<file path="src/rtl/cpu_pkg.sv">
// Core-wide constants and types shared by fetch, imem and the trap unit.
package cpu_pkg;

    localparam logic [3:0]  EXC_INSTR_MISALIGNED   = 4'd0;
    localparam logic [3:0]  EXC_INSTR_ACCESS_FAULT = 4'd1;
    localparam logic [31:0] NOP_INSTR              = 32'h0000_0013;
    localparam logic [63:0] DEFAULT_RESET_PC       = 64'h0000_0000_0000_0000;

    typedef enum logic {
        RUN   = 1'b0,
        FAULT = 1'b1
    } fetch_state_e;

    typedef struct packed {
        logic        valid;
        logic [63:0] pc;
        logic [31:0] instr;
        logic        exc_en;
        logic [3:0]  exc_code;
        logic [63:0] exc_val;
    } fetch_pkt_t;

endpackage

</file>
<file path="src/rtl/ifetch_unit.sv">
// Instruction fetch: PC register, one-entry output stage, fault parking.
// Optional IFETCH_PERF_EN adds saturating transfer/stall counters.
module ifetch_unit
    import cpu_pkg::*;
#(
    parameter logic [63:0] RESET_PC = DEFAULT_RESET_PC,
    parameter int          XLEN     = 64
) (
    input  logic            clk,
    input  logic            rst,
    output logic [XLEN-1:0] pc_addr,
    input  logic [31:0]     imem_instr,
    input  logic            imem_exc_en,
    input  logic [3:0]      imem_exc_code,
    input  logic [XLEN-1:0] imem_exc_val,
    input  logic            redirect_en,
    input  logic [XLEN-1:0] redirect_pc,
    output logic            out_valid,
    input  logic            out_ready,
    output logic [XLEN-1:0] out_pc,
    output logic [31:0]     out_instr,
    output logic            out_exc_en,
    output logic [3:0]      out_exc_code,
    output logic [XLEN-1:0] out_exc_val
`ifdef IFETCH_PERF_EN
    ,
    output logic [63:0]     perf_fetched,
    output logic [63:0]     perf_stall
`endif
);

    fetch_state_e state_q, state_d;
    logic [XLEN-1:0] pc_q, pc_d;
    fetch_pkt_t pkt_q, pkt_d;
    logic capture;

    assign capture = (state_q == RUN) && !redirect_en && (!pkt_q.valid || out_ready);

    always_comb begin
        state_d = state_q;
        pc_d    = pc_q;
        pkt_d   = pkt_q;
        if (redirect_en) begin
            // Flush wins over a same-cycle handshake; the held packet is dropped.
            state_d     = RUN;
            pc_d        = redirect_pc;
            pkt_d.valid = 1'b0;
        end else if (capture) begin
            pkt_d.valid = 1'b1;
            pkt_d.pc    = pc_q;
            if (pc_q[1:0] != 2'b00) begin
                pkt_d.instr    = NOP_INSTR;
                pkt_d.exc_en   = 1'b1;
                pkt_d.exc_code = EXC_INSTR_MISALIGNED;
                pkt_d.exc_val  = pc_q;
                state_d        = FAULT;
            end else if (imem_exc_en) begin
                pkt_d.instr    = NOP_INSTR;
                pkt_d.exc_en   = 1'b1;
                pkt_d.exc_code = imem_exc_code;
                pkt_d.exc_val  = imem_exc_val;
                state_d        = FAULT;
            end else begin
                pkt_d.instr    = imem_instr;
                pkt_d.exc_en   = 1'b0;
                pkt_d.exc_code = 4'd0;
                pkt_d.exc_val  = '0;
                pc_d           = pc_q + XLEN'(4);
            end
        end else if (pkt_q.valid && out_ready) begin
            pkt_d.valid = 1'b0;
        end
    end

    always_ff @(posedge clk) begin
        if (rst) begin
            state_q        <= RUN;
            pc_q           <= RESET_PC;
            pkt_q.valid    <= 1'b0;
            pkt_q.pc       <= '0;
            pkt_q.instr    <= NOP_INSTR;
            pkt_q.exc_en   <= 1'b0;
            pkt_q.exc_code <= 4'd0;
            pkt_q.exc_val  <= '0;
        end else begin
            state_q <= state_d;
            pc_q    <= pc_d;
            pkt_q   <= pkt_d;
        end
    end

    assign pc_addr      = pc_q;
    assign out_valid    = pkt_q.valid;
    assign out_pc       = pkt_q.pc;
    assign out_instr    = pkt_q.instr;
    assign out_exc_en   = pkt_q.exc_en;
    assign out_exc_code = pkt_q.exc_code;
    assign out_exc_val  = pkt_q.exc_val;

`ifdef IFETCH_PERF_EN
    logic [63:0] fetched_q, stall_q;

    always_ff @(posedge clk) begin
        if (rst) begin
            fetched_q <= '0;
            stall_q   <= '0;
        end else begin
            if (pkt_q.valid && out_ready && !redirect_en && (fetched_q != '1))
                fetched_q <= fetched_q + 64'd1;
            if (pkt_q.valid && !out_ready && (stall_q != '1))
                stall_q <= stall_q + 64'd1;
        end
    end

    assign perf_fetched = fetched_q;
    assign perf_stall   = stall_q;
`endif

endmodule

</file>
<file path="config.mk">
export PLATFORM = sky130hd
export DESIGN_NAME = ifetch_unit
export DESIGN_NICKNAME = d
export VERILOG_FILES = /design/src/rtl/cpu_pkg.sv /design/src/rtl/ifetch_unit.sv
export SDC_FILE = /design/constraint.sdc
export NUM_CORES = 1
export LEC_CHECK = 0
export ABC_AREA = 1
export ABC_CLOCK_PERIOD_IN_PS = 2050
export BUFFER_PORTS_ARGS = -buffer_cell sky130_fd_sc_hd__buf_2
export CORE_MARGIN = 1.5
export CORE_UTILIZATION = 35
export CTS_BUF_LIST = sky130_fd_sc_hd__clkbuf_8 sky130_fd_sc_hd__clkbuf_16
export CTS_CLUSTER_DIAMETER = 50
export CTS_CLUSTER_SIZE = 14
export DETAILED_ROUTE_END_ITERATION = 16
export HOLD_SLACK_MARGIN = 0.06
export SLEW_MARGIN = 20
export SYNTH_ARGS = -nofsm -noshare
export SYNTH_HDL_FRONTEND = slang
export SYNTH_SLANG_ARGS = --single-unit
</file>
<file path="constraint.sdc">
create_clock -name clk -period 2.05 [get_ports clk]
set_clock_uncertainty 0.2 [all_clocks]
set_input_delay 0.1025 -clock clk [delete_from_list [all_inputs] [get_ports clk]]
set_output_delay 0.1025 -clock clk [all_outputs]
set_load 0.01 [all_outputs]
</file>
==> metrics.csv <==
stage,metric,value,unit
status,outcome,completed,
die,Die ar.,0.0322,mm²
logic_synthesis,synthesized flop and latch total,231,
clocking,H-tree Lvls,1,
logic_synthesis,syn avg cell area,6.78,µm²
die,Rows,64,
clocking,Num CTS Buffers,30,
drt,antenna-violating nets left,0,
logic_synthesis,Synth warnings,0,
job,MaxCap Viol Count,0,
power_and_ir_drop,Pleak,7.63,nW
global_route,"Remaining Overflow, GRT",0,
power_and_ir_drop,power per cell area,740,mW/mm²
timing,fin crit share,97.3,%
timing,relative max-transition margin,51.4,%
finish,"commonest non-fill, non-tap cells in the layout","451 x nand2_1, 397 x buf_2, 221 x dfxtp_1, 209 x dlygate4sd3_1, 200 x a21oi_1",
drt,post-DR wirelength/cell,18.6,µm
drt,residual DRC count,0,
power_and_ir_drop,Clock Power Share,41.9,%
drt,via count,13800,
finish,design area,0.0174,mm²
critical_path,Critical Path End Type,flop,
drt,vias per cell,5.12,
finish,area grow syn2layout,59.3,%
die,Core ar.,0.0306,mm²
critical_path,RR Endpoint,pc_addr[48],
critical_path,Setup crit end,pc_addr[0],
power_and_ir_drop,Comb power frac,19.0,%
critical_path,critical-path cell list,dlygate4sd3_1 > buf_4 > inv_4 > buf_12 > nand3_1 > dlygate4sd3_1 > o21ai_0 > dlygate4sd3_1,
finish,"commonest non-fill, non-tap cell in the layout",nand2_1,
critical_path,critical path type,in -> reg,
logic_synthesis,"Net Count, Synth",1777,
die,die width,179,µm
logic_synthesis,Post-synth top flop,dfxtp_1,
logic_synthesis,sequential share of the synthesized area,42.4,%
timing,fin crit period,1.99,ns
timing,final setup fails,0,
critical_path,signal arrival time at the worst endpoint,2.30,ns
logic_synthesis,"EDFF count, synth",0,
clocking,clk root buf,clkbuf_16,
critical_path,worst setup path startpoint,rst,
critical_path,RR Startpoint,pc_addr[3],
place,Placed Area,0.0141,mm²
global_route,first-pass GRT wire length,76400,µm
finish,ANT cells,0,
clocking,clk slew on worst S/H paths,0.07,ns
clocking,Longest Clk Path Bufs,3,
place,routability congestion estimate,0.935,
critical_path,most frequent CP cell,dlygate4sd3_1,
drt,1st-iter DRT viols,828,
drt,final WL,50200,µm
timing,Final Hold Vio Count,0,
power_and_ir_drop,Seq pwr share,39.1,%
critical_path,CP max stage delay,0.56,ns
critical_path,reg2reg setup slack,0.10,ns
power_and_ir_drop,Switching Power,0.00380,W
timing,RSZ-0062 raised after global routing,true,
global_route,initial antenna violation count,0,
timing,Pins Over Slew Limit,0,
drt,drt pass-1 iters,6,
power_and_ir_drop,Peak VDD IR,0.580,mV
timing,Worst Tran Pin Value,0.729,ns
power_and_ir_drop,net switching fraction of the power,29.6,%
global_route,overall routing resource usage,29.9,%
clocking,clk_lat worst skew,0.56,ns
power_and_ir_drop,Int Pwr,0.00904,W
critical_path,"Slowest-stage cell, CP",dlygate4sd3_1,
die,Die Ht,179,µm
global_route,vias in the first global route,13100,
place,DP Wirelength,36100,µm
place,Port Buf Inserts,398,
global_route,largest net degree at the start of global routing,145,
critical_path,Setup crit start kind,input pin,
logic_synthesis,synth unique cells,38,
logic_synthesis,Mapped Area,0.0109,mm²
finish,share of layout cells above drive strength 1,27.9,%
finish,# nets final,2447,
critical_path,R2R cell count,11,
critical_path,CP max FO,9,
die,# IOs,399,
clocking,CTS tree,done,
logic_synthesis,post-synthesis instance total,1607,
die,initial core utilization,35.6,%
critical_path,Crit path required time,2.36,ns
finish,Final Util,56.7,%
logic_synthesis,fraction of registers with async set/reset,0,%
timing,FMAX,501,MHz
min_path,HP Class,in -> reg,
clocking,number of clock sinks,231,
-- critical path, delay by kind of cell --
kind            cells  cell delay (ns)
compound gates      1             0.08
buf+inv             6             2.06
simple gates        1             0.05
-- logic make-up (layout without fill, tap and decap cells) --
logic type	after synthesis	in the layout	share of synthesized area (%)
DFF	231	231	42.4
adders and majority gates	1	1	0.115
buffers and inverters	220	913	8.04
and+or+nand+nor	731	731	27.5
AOI/OAI and AO/OA	418	418	21.4
xor gates and xnor gates	6	6	0.482
-- synthesized netlist by cell type (3+ instances only) --
master	n	share of area [%]
a211oi_1	4	0.28
o21ai_0	93	4.3
a21oi_1	201	9.2
nor3_1	13	0.60
dfxtp_1	231	42
nor2_2	5	0.29
buf_2	26	1.2
nand2_1	459	16
nor2_1	145	5.0
clkbuf_1	64	2.2
or2_2	3	0.17
nand3_1	73	3.4
nand4_1	19	1.1
buf_4	4	0.28
nand2_2	3	0.17
inv_1	116	4.0
a31oi_1	22	1.3
nor2_4	6	0.62
xor2_1	6	0.48
inv_2	5	0.17
o22ai_1	5	0.29
o21ai_1	17	0.78
o211ai_1	69	4.8
-- layer usage --
layer  vias to the layer above  wire length [µm]  GRT usage (%)
met5                         -                 0              0
met2                       589             23900           51.3
met4                         0              1840           10.0
met1                      6421             21000           38.1
met3                       102              3550           4.76
li1                       6682                 -              -
-- through the flow --
| step | TNS [ns] | worst slack, ns | hold WS (ns) | cells | power, W |
|---|---|---|---|---|---|
| 6_report | 0 | 0.0557 | 0.0960 | 2696 | 0.0128 |
| 5_1_grt | -0.0831 | -0.0244 | 0.119 | 2696 | 0.0134 |
| 4_1_cts | 0 | 0.00449 | 0.0686 | 2694 | 0.0129 |
| 3_5_place_dp | -0.0611 | -0.0277 | 0.121 | 2429 | 0.00719 |
| 3_3_place_gp | -0.0242 | -0.0242 | 0.117 | 2429 | 0.00717 |
| 2_1_floorplan | 0 | 0.177 | 0.0318 | 1607 | 0.00611 |
-- timing repair --
| action | CTS | global route |
|---|---|---|
| endpoints found under the hold margin | 230 | 0 |
| endpoints found under the setup margin | 5 | 36 |
| gates resized for setup | 1 | 49 |
| hold buffers | 210 | 0 |
| pin swaps | 0 | 10 |
| setup buffers | 0 | 2 |
-- layout make-up --
class	count	area [µm²]
inverters	124	475
fillers	2971	13200
flip-flops and latches	231	4640
well taps	396	495
multi-input cells	1156	5520
repair buffers	734	5210
clock buffers	32	778
clock inverters	23	244
-- worst min path at each step --
| stage | endpoint | depth (start not counted) | startpoint | slack (ns) |
|---|---|---|---|---|
| final | pc_addr[62] | 6 | redirect_en | 0.1 |
| after global routing | out_instr[1] | 4 | imem_instr[1] | 0.12 |
| after CTS | pc_addr[61] | 6 | redirect_en | 0.07 |
| after detailed placement | out_instr[4] | 3 | imem_instr[4] | 0.12 |
| after global placement | out_instr[4] | 3 | imem_instr[4] | 0.12 |
| after floorplan | out_instr[0] | 2 | imem_instr[0] | 0.03 |
-- power by group through the flow --
stage	logic, W	clock network, W	registers [W]
6_report	0.00244	0.00538	0.00503
5_1_grt	0.00264	0.00566	0.00506
4_1_cts	0.00242	0.00546	0.00501
3_5_place_dp	0.00208	0	0.00511
3_3_place_gp	0.00207	0	0.00510
2_1_floorplan	0.000876	0	0.00523
-- state kept, by name, summed over array words and instances, names as in the netlist --
| register | cells |
|---|---|
| out_exc_code | 4 |
| out_exc_en | 1 |
| out_exc_val | 64 |
| out_instr | 32 |
| out_pc | 64 |
| out_valid | 1 |
| pc_addr | 64 |
| state_q | 1 |
No activity file was read; power rests on OpenSTA's default activity.
